`config.mk`:
```
export PLATFORM = sky130hd
export DESIGN_NAME = present_round_core_flat
export DESIGN_NICKNAME = d
export VERILOG_FILES = /design/src/rtl/present_pkg.sv /design/src/rtl/present_round_core_if.sv /design/src/rtl/present_key_update.sv /design/src/rtl/present_round_core.sv /design/src/flat_wrapper.sv
export SDC_FILE = /design/constraint.sdc
export NUM_CORES = 1
export LEC_CHECK = 0
export ABC_AREA = 1
export CAP_MARGIN = 10
export CORE_UTILIZATION = 55
export DETAILED_ROUTE_END_ITERATION = 8
export PLACE_DENSITY_LB_ADDON = 0.1
export SYNTH_ARGS = -nofsm -noshare
export SYNTH_HDL_FRONTEND = slang
export SYNTH_SLANG_ARGS = --single-unit
```
`constraint.sdc`:
```
create_clock -name clk -period 8.5 [get_ports clk]
set_input_delay 0.85 -clock clk [delete_from_list [all_inputs] [get_ports clk]]
set_output_delay 0.85 -clock clk [all_outputs]
set_load 0.1 [all_outputs]
```
`src/rtl/present_pkg.sv`:
```
// Shared PRESENT-80 constants, state encoding and datapath functions
// (S-box layer, bit permutation, round key addition).
package present_pkg;

  localparam int BLOCK_W = 64;
  localparam int KEY_W   = 80;
  localparam int RC_W    = 5;

  typedef enum logic {
    ST_IDLE = 1'b0,
    ST_RUN  = 1'b1
  } core_state_e;

  localparam logic [3:0] SBOX [16] = '{
    4'hC, 4'h5, 4'h6, 4'hB, 4'h9, 4'h0, 4'hA, 4'hD,
    4'h3, 4'hE, 4'hF, 4'h8, 4'h4, 4'h7, 4'h1, 4'h2
  };

  function automatic logic [3:0] sbox4(input logic [3:0] x);
    return SBOX[x];
  endfunction

  function automatic logic [BLOCK_W-1:0] sbox_layer(input logic [BLOCK_W-1:0] x);
    logic [BLOCK_W-1:0] y;
    y = '0;
    for (int n = 0; n < BLOCK_W / 4; n++) begin
      y[4*n +: 4] = sbox4(x[4*n +: 4]);
    end
    return y;
  endfunction

  // Bit i lands on (i*16) mod 63; the top bit is a fixed point.
  function automatic logic [BLOCK_W-1:0] p_layer(input logic [BLOCK_W-1:0] x);
    logic [BLOCK_W-1:0] y;
    y = '0;
    for (int i = 0; i < BLOCK_W - 1; i++) begin
      y[(i * 16) % 63] = x[i];
    end
    y[BLOCK_W-1] = x[BLOCK_W-1];
    return y;
  endfunction

  function automatic logic [BLOCK_W-1:0] key_add(input logic [BLOCK_W-1:0] s,
                                                 input logic [KEY_W-1:0]   k);
    return s ^ k[KEY_W-1:KEY_W-BLOCK_W];
  endfunction

endpackage

```
`src/rtl/present_round_core_if.sv`:
```
// Start/done bundle between a requester (master) and the PRESENT core (slave).
interface present_round_core_if;
  import present_pkg::*;

  // start is a request sampled only while busy is low; plaintext and key
  // travel with it. busy rises on the accepting edge and falls on the edge
  // that raises done for exactly one cycle; ciphertext then holds until the
  // next completion. start is ignored while busy is high.
  logic               start;
  logic [BLOCK_W-1:0] plaintext;
  logic [KEY_W-1:0]   key;
  logic               busy;
  logic               done;
  logic [BLOCK_W-1:0] ciphertext;
  core_state_e        fsmState;

  modport master (
    output start, plaintext, key,
    input  busy, done, ciphertext, fsmState
  );

  modport slave (
    input  start, plaintext, key,
    output busy, done, ciphertext, fsmState
  );

endinterface

```
`src/rtl/present_key_update.sv`:
```
// Combinational PRESENT-80 key schedule step: rotate, S-box top nibble, fold in rc.
module present_key_update
  import present_pkg::*;
(
  input  logic [KEY_W-1:0] keyIn,
  input  logic [RC_W-1:0]  rc,
  output logic [KEY_W-1:0] keyOut
);

  logic [KEY_W-1:0] rotKey;

  // Left rotation by 61 is the same as right rotation by 19.
  assign rotKey = {keyIn[18:0], keyIn[79:19]};

  assign keyOut = {sbox4(rotKey[79:76]),
                   rotKey[75:20],
                   rotKey[19:15] ^ rc,
                   rotKey[14:0]};

endmodule

```
`src/rtl/present_round_core.sv`:
```
// Iterative PRESENT-80 encryption, one round per clock, start/done handshake.
// Define PRESENT_DBG_EN to expose the state register and round counter.
module present_round_core
  import present_pkg::*;
#(
  parameter int unsigned ROUNDS = 31
) (
  input  logic clk,
  input  logic rst,
  present_round_core_if.slave bus
`ifdef PRESENT_DBG_EN
  ,
  output logic [BLOCK_W-1:0] dbg_state,
  output logic [RC_W-1:0]    dbg_round
`endif
);

  // rc carries one extra bit so the terminal value ROUNDS+1 (32) is representable.
  localparam logic [RC_W:0] RC_LAST = (RC_W + 1)'(ROUNDS + 1);

  core_state_e        curState;
  core_state_e        nxtState;
  logic               loadEn;
  logic               roundEn;
  logic               finishEn;
  logic               lastRound;
  logic [BLOCK_W-1:0] stateReg;
  logic [KEY_W-1:0]   keyReg;
  logic [KEY_W-1:0]   keyNext;
  logic [RC_W:0]      rc;
  logic [BLOCK_W-1:0] ctReg;
  logic               doneReg;

  assign lastRound = (rc == RC_LAST);

  present_key_update u_key_update (
    .keyIn  (keyReg),
    .rc     (rc[RC_W-1:0]),
    .keyOut (keyNext)
  );

  always_ff @(posedge clk or posedge rst) begin
    if (rst) curState <= ST_IDLE;
    else     curState <= nxtState;
  end

  always_comb begin
    nxtState = curState;
    case (curState)
      ST_IDLE: if (bus.start) nxtState = ST_RUN;
      ST_RUN:  if (lastRound) nxtState = ST_IDLE;
      default: nxtState = ST_IDLE;
    endcase
  end

  always_comb begin
    loadEn   = 1'b0;
    roundEn  = 1'b0;
    finishEn = 1'b0;
    case (curState)
      ST_IDLE: loadEn = bus.start;
      ST_RUN: begin
        roundEn  = !lastRound;
        finishEn = lastRound;
      end
      default: ;
    endcase
  end

  always_ff @(posedge clk or posedge rst) begin
    if (rst) begin
      stateReg <= '0;
      keyReg   <= '0;
      rc       <= '0;
      ctReg    <= '0;
      doneReg  <= 1'b0;
    end else begin
      doneReg <= finishEn;
      if (loadEn) begin
        stateReg <= bus.plaintext;
        keyReg   <= bus.key;
        rc       <= (RC_W + 1)'(1);
      end else if (roundEn) begin
        stateReg <= p_layer(sbox_layer(key_add(stateReg, keyReg)));
        keyReg   <= keyNext;
        rc       <= rc + (RC_W + 1)'(1);
      end
      if (finishEn) ctReg <= key_add(stateReg, keyReg);
    end
  end

  assign bus.busy       = (curState == ST_RUN);
  assign bus.done       = doneReg;
  assign bus.ciphertext = ctReg;
  assign bus.fsmState   = curState;

`ifdef PRESENT_DBG_EN
  assign dbg_state = stateReg;
  assign dbg_round = rc[RC_W-1:0];
`endif

endmodule

```
`src/flat_wrapper.sv`:
```
// flat-port wrapper written by rule: the top's interface ports become plain ports
module present_round_core_flat import present_pkg::*;
#(
  parameter int unsigned ROUNDS = 31
)
  (clk, rst, bus_start, bus_plaintext, bus_key, bus_busy, bus_done, bus_ciphertext, bus_fsmState);
  present_round_core_if bus_i ();
  input  logic clk;
  input  logic rst;
  input wire logic [$bits(bus_i.start)-1:0] bus_start;
  input wire logic [$bits(bus_i.plaintext)-1:0] bus_plaintext;
  input wire logic [$bits(bus_i.key)-1:0] bus_key;
  output wire logic [$bits(bus_i.busy)-1:0] bus_busy;
  output wire logic [$bits(bus_i.done)-1:0] bus_done;
  output wire logic [$bits(bus_i.ciphertext)-1:0] bus_ciphertext;
  output wire logic [$bits(bus_i.fsmState)-1:0] bus_fsmState;
  assign bus_i.start = bus_start;
  assign bus_i.plaintext = bus_plaintext;
  assign bus_i.key = bus_key;
  assign bus_busy = bus_i.busy;
  assign bus_done = bus_i.done;
  assign bus_ciphertext = bus_i.ciphertext;
  assign bus_fsmState = bus_i.fsmState;
  present_round_core #(.ROUNDS(ROUNDS)) u_core (.clk(clk), .rst(rst), .bus(bus_i));
endmodule
```
==> results of run 1 <==
## worst max-delay path by stage
| stage | start | endpoint | slack [ns] | cells after the start |
|---|---|---|---|---|
| floorplan | rst | u_core.bus.busy | 1.74 | 1 |
| global placement | bus_start | u_core.stateReg[38] | 4.81 | 7 |
| detailed placement | bus_start | u_core.keyReg[51] | 4.76 | 7 |
| CTS | u_core.rc[0] | u_core.stateReg[49] | 5.01 | 9 |
| global route | u_core.rc[0] | u_core.keyReg[38] | 4.72 | 9 |
| finish | u_core.rc[0] | u_core.keyReg[26] | 4.94 | 9 |
## flip-flops by register name, summed over array words and instances, names as in the netlist
name / cells
u_core.bus.ciphertext: 64
u_core.stateReg: 64
u_core.bus.busy: 1
u_core.rc: 6
u_core.bus.done: 1
u_core.keyReg: 80
## power breakdown
group / switching, mW / internal, mW / total [mW]
logic: 2.69 / 1.04 / 3.73
registers: 0.304 / 1.38 / 1.69
clock network: 0.458 / 0.662 / 1.12
## stage by stage
| stage | total power [mW] | instance area, sq um | hold slack (ns) |
|---|---|---|---|
| after floorplan | 4.42 | 13700 | 0.452 |
| after global placement | 5.31 | 15900 | 0.458 |
| after detailed placement | 5.39 | 15900 | 0.471 |
| after CTS | 6.53 | 16700 | 0.478 |
| after global routing | 7.00 | 16700 | 0.496 |
| final | 6.54 | 16700 | 0.479 |
## worst register-to-register path: cells and delay by family (launching register included)
| family | cells | cell delay, ns |
|---|---|---|
| fa+ha+maj | 1 | 0.25 |
| flops | 1 | 0.41 |
| simple gates | 5 | 1.38 |
| buf+inv | 3 | 1.47 |
## synth_stat cells
| cell type | instances |
|---|---|
| nand4_4 | 1 |
| nand2_4 | 2 |
| o22ai_1 | 1 |
| inv_2 | 4 |
| buf_8 | 1 |
| nand3_1 | 245 |
| o21ai_1 | 28 |
| o21ai_0 | 106 |
| ha_1 | 55 |
| nand2_2 | 1 |
| buf_1 | 3 |
| buf_4 | 3 |
| nor2_1 | 26 |
| xnor2_1 | 3 |
| a21oi_1 | 8 |
| clkbuf_1 | 26 |
| nand4_1 | 1 |
| dfrtp_1 | 216 |
| nor2_2 | 1 |
| or2_2 | 5 |
| buf_6 | 16 |
| o211ai_1 | 2 |
| clkbuf_2 | 1 |
| buf_2 | 22 |
| nand2_1 | 1022 |
| nor2_4 | 2 |
| nor3_1 | 1 |
| xor2_1 | 6 |
| inv_1 | 280 |
## layer usage
| layer | vias up | routed length [um] | global-route usage |
|---|---|---|---|
| li1 | 6762 | - | - |
| met1 | 6312 | 18100 | 0.457 |
| met2 | 519 | 19200 | 0.532 |
| met3 | 87 | 3010 | 0.0426 |
| met4 | 0 | 1720 | 0.131 |
| met5 | - | 0 | 0 |
## cell type report
class,instances,area [sq um]
multi-input combinational,1516,6790
timing repair buffer,219,2180
sequential,216,5410
clock buffer,34,729
tap,324,405
fill,2172,7680
inverter,284,1080
antenna,1,2.50
clock inverter,12,123
## logic make-up (layout without fill, tap and decap cells)
group,count (synthesis),after routing,synth area share
xor+xnor,9,9,0.00576
compound gates,145,145,0.0535
buf+inv,356,549,0.110
simple gates,1307,1307,0.386
other cells,0,1,0
fa+ha+maj,55,55,0.0503
flops,216,216,0.395
==> summary.md, run 1 <==
| Metric | Value |
|---|---|
| Outcome | `completed` |
| Synth top area share | `0.395` |
| Layout cells sized above 1 | `0.0298` |
| Die Width | `160 um` |
| Max IR drop VDD | `0.264 mV` |
| Layout Skew | `0.0217 ns` |
| Startpoint Class | `flip-flop` |
| Tightest Pin Transition | `1.21 ns` |
| Gr usage total | `0.332` |
| Worst path max stage delay | `0.95 ns` |
| Per-cell routed wire length | `16.1 um` |
| CP top delay family | `buffers and inverters` |
| ANT nets after route | `0` |
| Setup WS pre-CTS | `4.76 ns` |
| Clk sink count | `216` |
| WP data arrival | `4.03 ns` |
| Synth cell types | `29` |
| First drt pass iteration count | `5` |
| Final setup fails | `0` |
| Top post-synthesis cells by area | `dfrtp_1 39%, nand2_1 28%, nand3_1 9.0%` |
| Clock transition at the registers of the reported paths | `0.06 ns` |
| FP Rows | `57` |
| Hold buffer count at cts | `0` |
| Hold violation total from the final report | `0` |
| Core footprint | `24400 sq um` |
| Total congestion overflow | `0` |
| IO Port Bufs | `213` |
| Post-synthesis sequential area ratio | `0.395` |
| Warning count from the yosys run | `0` |
| Die height | `160 um` |
| Nets | `2464` |
| Post-cts sizing count | `0` |
| Highest-count cells in the layout ignoring fill and taps | `1022 x nand2_1, 278 x inv_1, 245 x nand3_1` |
| CTS buffer count | `25` |
| Worst Reg-to-Reg Cells | `9` |
| Root Buffer | `clkbuf_16` |
| Initial antenna violation count | `1` |
| Initial core utilization | `0.561` |
| Min-Delay Endpoint | `u_core.bus.ciphertext[36]` |
| Fmax | `0.281 GHz` |
| Synthesized cell area | `13700 sq um` |
| Commonest non-fill, non-tap cell in the layout | `nand2_1` |
| Crit path buffers/inverters | `3` |
| Hold path start | `u_core.bus.ciphertext[36]` |
| Postcts setup bufs | `0` |
| Yosys reg bits | `216` |
| Cell Chain, Critical Path | `inv_1 > ha_1 > nand4_4 > nand2_4 > nand2_4 > clkinv_2 > buf_4 > nand2_1 > nand3_1` |
| I/O Pins | `214` |
| Vias in the first global route | `12600` |
| Top cell by count, worst path | `nand2_4` |
| Vias | `13700` |
| Period utilization | `0.419` |
| Synth area leader | `dfrtp_1` |
| Setup CP Type | `flip-flop to flip-flop` |
| Max Slew Vio Count | `0` |
| Maxcap violations | `0` |
| Worst EP required | `8.97 ns` |
| H-tree Lvls | `1` |
| GPL Wtd Cong | `0.950` |
| HP Class | `flip-flop to flip-flop` |
| Worst skew pair latency | `0.54 ns` |
| Final setup TNS | `0 ns` |
| Slew HR | `0.196` |
| DR iter-0 viols | `1218` |
| DPL Wire Length | `30.4 mm` |
| R2R Path End | `u_core.keyReg[26]` |
| Via/cell ratio | `5.25` |
| Reg2reg setup slack | `4.94 ns` |
| Mean Syn Cell Area | `6.56 sq um` |
| Unrepaired setup endpoints after global routing | `no` |
| WHS Path Cells | `2` |
| Area growth syn-to-layout | `22.0%` |
| Die area | `25500 sq um` |
| Count of non-filler cells in the finished layout | `2606` |
| Largest net degree at the start of global routing | `138` |
| Power per cell area | `391 nW/um^2` |
| Fin crit period | `3.56 ns` |
| Post-placement cell count | `2559` |
| CP endpoint kind | `flip-flop` |
| Final WS setup | `4.94 ns` |
| DR DRC count | `0` |
| CTS tree | `done` |
| Mapped Cells | `2088` |
| CP max-delay cell | `buf_4` |
| Crit path max fanout | `113` |
| First-pass GRT wire length | `66.4 mm` |
| Pleak | `9.22 nW` |
| Mapped Nets | `2290` |
| Final Core Density | `0.685` |
| Routed wire length | `42.0 mm` |
| R2R Path Start | `u_core.rc[0]` |
| Clock buffer depth | `3` |
Power figures use the tool's default switching activity.
==> run 2: changes to the inputs <==
==> constraint.sdc (replaced) <==
create_clock -name clk -period 3.3 [get_ports clk]
set_input_delay 0.33 -clock clk [delete_from_list [all_inputs] [get_ports clk]]
set_output_delay 0.33 -clock clk [all_outputs]
set_load 0.1 [all_outputs]
==> run 2 against run 1 <==
Cell count up 0.35%; combinational power grew to 2.6 times the previous value; power increased to 2.7 times the previous value; critical endpoint is now bus_busy.
==> summary.md, run 2 (synthesis results as in run 1) <==
| Metric | Value |
|---|---|
| Cell Chain, Critical Path | `clkdlybuf4s50_1` |
| Area growth syn-to-layout | `23.8%` |
| Initial core utilization | `0.561 (unchanged)` |
| Hold buffer count at cts | `0 (unchanged)` |
| CTS buffer count | `26 (+4.0%)` |
| H-tree Lvls | `1 (unchanged)` |
| WP data arrival | `2.19 ns (-1.84 ns)` |
| Final setup fails | `0 (unchanged)` |
| Vias | `14000 (+2.5%)` |
| GR Util met1 | `0.453 (-0.00389)` |
| Worst path max stage delay | `1.18 ns (+0.23 ns)` |
| Max Slew Vio Count | `0 (unchanged)` |
| DPL Wire Length | `31.5 mm (+3.9%)` |
| Layout cells sized above 1 | `0.0328 (+0.00295)` |
| Maxcap violations | `0 (unchanged)` |
| Period utilization | `0.763` |
| Die height | `160 um (unchanged)` |
| Met3 Usage GRT | `0.0569 (+0.0143)` |
| Vias in the first global route | `12900 (+2.3%)` |
| Max reg flops | `80 (unchanged)` |
| Layout Skew | `0.00790 ns (-0.0138 ns)` |
| Clock buffer depth | `3 (unchanged)` |
| Highest-count cells in the layout ignoring fill and taps | `1022 x nand2_1, 278 x inv_1, 245 x nand3_1` |
| DR iter-0 viols | `1416 (+16%)` |
| Root Buffer | `clkbuf_16` |
| Worst skew pair latency | `0.54 ns (about the same)` |
| Per-cell routed wire length | `16.5 um (+2.5%)` |
| Final setup TNS | `0 ns (unchanged)` |
| Fmax | `0.397 GHz` |
| Crit path max fanout | `4 (-96%)` |
| Outcome | `completed` |
| CP top delay family | `buffers and inverters` |
| CTS tree | `done` |
| ANT nets after route | `0 (unchanged)` |
| Post-cts sizing count | `0 (unchanged)` |
| R2R Path Start | `u_core.rc[0]` |
| Max IR drop VDD | `0.695 mV (+160%)` |
| Worst EP required | `2.97 ns (-6.00 ns)` |
| I/O Pins | `214 (unchanged)` |
| Die area | `25500 sq um (unchanged)` |
| Total congestion overflow | `0 (unchanged)` |
| CP endpoint kind | `primary output` |
| Clk sink count | `216 (unchanged)` |
| Tightest Pin Transition | `1.25 ns (+0.0412 ns)` |
| Power per cell area | `1020 nW/um^2 (+160%)` |
| # fillers | `2135 (-1.7%)` |
| Slew HR | `0.168 (-0.0275)` |
| GPL Wtd Cong | `0.928 (-2.3%)` |
| Die Width | `160 um (unchanged)` |
| Fin crit period | `2.52 ns` |
| HP Class | `primary input to async pin` |
| Crit path buffers/inverters | `1 (-2)` |
| Commonest non-fill, non-tap cell in the layout | `nand2_1` |
| IO Port Bufs | `213 (unchanged)` |
| Initial antenna violation count | `3 (+2)` |
| DR DRC count | `0 (unchanged)` |
| Unrepaired setup endpoints after global routing | `no` |
| Post-layout power | `17.4 mW (+170%)` |
| CP max-delay cell | `clkdlybuf4s50_1` |
| Hold violation total from the final report | `0 (unchanged)` |
| Postcts setup bufs | `0 (unchanged)` |
| Startpoint Class | `flip-flop` |
| Core footprint | `24400 sq um (unchanged)` |
| First-pass GRT wire length | `67.8 mm (+2.1%)` |
| Top reg by flops | `u_core.keyReg` |
| Reg2reg setup slack | `0.96 ns (-3.98 ns)` |
| Crit path launch | `u_core.bus.busy` |
| First drt pass iteration count | `5 (unchanged)` |
| Gr busiest metal | `met2` |
| Via/cell ratio | `5.36 (+2.1%)` |
| Setup CP Type | `flip-flop to primary output` |
| FP Rows | `57 (unchanged)` |
| Clock transition at the registers of the reported paths | `0.06 ns (about the same)` |
| Pleak | `9.33 nW (+1.2%)` |
| Gr usage total | `0.339 (+0.00727)` |
| Nets | `2471 (+0.28%)` |
| Met2 GRT Util | `0.540 (+0.00754)` |
| Routed wire length | `43.2 mm (+2.9%)` |
| Largest net degree at the start of global routing | `128 (-7.2%)` |
[run 2: cell count changes in the layout (fill, tap and decap cells not counted), sizes merged]
cell      delta
inv          -3
clkbuf       +3
clkinvlp     +1
buf          +6
clkinv       -3
bufinv       +4
diode        +1
[run 2: final cells by class]
class	instances	area (sq um)	share of cell area
clock buffer	37	783	0.0462
inverter	284	1070	0.0632
sequential	216	5410	0.319
multi-input combinational	1516	6790	0.400
clock inverter	11	210	0.0124
antenna	2	5.00	0.000295
timing repair buffer	225	2280	0.135
tap	324	405	0.0239
[run 2: where the power goes]
part | internal [mW] | switching (mW)
clock | 2.11 | 1.19
combinational | 2.72 | 6.95
sequential | 3.56 | 0.827
[run 2: path summary, 6_finish.rpt]
| path | to | cells past startpoint |
|---|---|---|
| setup / recovery | bus_busy | 1 |
| hold / removal | u_core.stateReg[42] | 3 |
| setup reg to reg | u_core.keyReg[33] | 9 |
| hold reg to reg | u_core.bus.ciphertext[37] | 2 |
| max in group asynchronous | u_core.bus.ciphertext[24] | 3 |
| min in group clk | u_core.keyReg[6] | 3 |
[run 2: stage by stage]
step | hold slack, ns | util | setup WS [ns] | cell area (sq um) | instances
2_1_floorplan | 0.452 | - | 0.158 | 13700 | 2088
3_3_place_gp | 0.462 | 0.654 | 1.00 | 16000 | 2565
3_5_place_dp | 0.471 | 0.654 | 0.959 | 16000 | 2565
4_1_cts | 0.363 | 0.695 | 0.768 | 17000 | 2613
5_1_grt | 0.379 | 0.695 | 0.749 | 17000 | 2613
6_report | 0.319 | 0.695 | 0.780 | 17000 | 2615
[run 2: metal layers]
layer,vias up,routed length (um),share of wire
met2,625,19600,0.45
met1,6512,17400,0.40
met4,2,2080,0.048
met3,113,4110,0.095
li1,6769,-,-
met5,-,9,0.00021
==> edit (flow settings as in run 2) <==
Change the package constant `BLOCK_W` from 64 to 32.
--- a/src/rtl/present_pkg.sv
+++ b/src/rtl/present_pkg.sv
@@ -3,5 +3,5 @@
 package present_pkg;
 
-  localparam int BLOCK_W = 64;
+  localparam int BLOCK_W = 32;
   localparam int KEY_W   = 80;
   localparam int RC_W    = 5;
Interface: changed (resized bus_ciphertext and bus_plaintext); port bits go from 214 to 150. The function was not compared with the original's and may differ.
==> edit against run 2 <==
Synthesized area shrank 41%; routed wire length is 52% lower; sequential cell count decreased by 64; setup slack improved by 0.069 ns; total power fell by 63%; design area fell by 39%; clock skew is 0.0017 ns lower; sequential power shrank 45%; synthesized cell count is 51% lower; critical endpoint is now bus_fsmState; largest power group is now registers.
==> edit: results (changes against run 2) <==
R2R setup slack=1.07 ns (+0.11 ns); outcome=finished, final reports clean; gr usage total=29.0% (-4.9 points); initial antenna violation count=0 (-3); DR vias/cell=5.36 (about the same); Peak VDD IR=386 uV (-44%); R2R depth=8 (-1); crit path to=bus_fsmState; crit-path leading delay family=buffers and inverters; leakage=5.09 nW (-45%); worst relative slew slack=32.4% (+16 points); Worst Hold Class=in -> async; hold slack=0.372 ns (+0.0533 ns); vias in the first global route=6,734 (-48%); RR Endpoint=u_core.keyReg[65]$_DFFE_PP0P_; DR vias=7,287 (-48%); area of placed instances=9680 um^2 (-39%); register area=3800 um^2 (-30%); Filler cells=1,171 (-45%); gate count of the mapped netlist=1,030 (-51%); port bufs=149 (-30%); Post-Syn Nets=1,163 (-49%); WL per Instance=15.3 um (-7.2%); diode count=0 (-2); dominant synthesized flop cell=dfrtp_1; largest net degree at the start of global routing=102 (-20%); share of flip-flops with an asynchronous set or reset=100% (unchanged); fmax=408 MHz (+2.8%); # Post-CTS Setup Buffers=0 (unchanged); dpl hpwl=14,200 um (-55%); latest clock arrival within the worst-skew pair=0.43 ns (-0.11 ns); GRT Residual Overflow=0 (unchanged); Slowest-stage cell, CP=clkdlybuf4s50_1; first-pass GRT wire length=33,300 um (-51%); fraction of layout instances using a drive strength above 1=7.66% (+4.4 points); Synth area leaders=dfrtp_1, nand2_1, inv_1; GPL Wtd Cong=0.858 (-7.5%); worst-path fanout max=5 (+1); PostCTS Resize Cnt=0 (unchanged); Largest register FFs=80 (unchanged); Top reg by flops=u_core.keyReg; Reg-to-Reg Start=u_core.rc[0]$_DFFE_PP0P_; htree depth=4 (+3); nets=1,295 (-48%); CTS root buffer=clkbuf_16; Synth cell types=29 (unchanged); drt first-iter violations=611 (-57%); Worst-path clk slew=0.06 ns (about the same); worst path arrival time=2.12 ns (-0.07 ns); Placement Setup Slack=0.949 ns (-0.0106 ns); Post-synth top cells=nand2_1, dfrtp_1, inv_1, o21ai_0, nor2_1; Hold Buf Count CTS=0 (unchanged); CP startpoint=u_core.bus.busy$_DFF_PP0_; Clock Path Buffers=2 (-1); Layout Skew=0.00619 ns (-0.00170 ns); total CTS buffers=17 (-35%); register area share after synthesis=46.9% (+7.4 points)
==> edit: kinds of logic after synthesis <==
logic type	Yosys count	synth area share [%]
AO/OA/AOI/OAI	186	15.7
XOR/XNOR	8	0.864
adder cells (fa/ha/maj)	18	2.78
buffers and inverters	149	8.13
flip-flops	152	46.9
AND/OR/NAND/NOR	517	25.6
==> edit: where the power goes <==
part	leakage [nW]	switching (mW)	internal, mW
Combinational	2.97	1.33	0.725
Sequential	1.82	0.249	2.15
Clock	0.292	0.746	1.15
Total	5.09	2.32	4.02
==> edit: per-layer routing <==
metal | track usage (%) | wire, um | vias up
met1 | 39.2 | 9360 | 3444
met2 | 44.7 | 9560 | 228
li1 | - | - | 3570
met3 | 6.00 | 1280 | 45
met4 | 13.3 | 639 | 0
met5 | 0 | 0 | -
==> edit: cell type report <==
class | count | share of cell area (%)
sequential | 152 | 37.1
inverter | 104 | 3.87
clock buffer | 24 | 4.99
timing repair buffer | 158 | 15.6
tap | 184 | 2.24
multi-input combinational | 729 | 35.6
clock inverter | 8 | 0.659
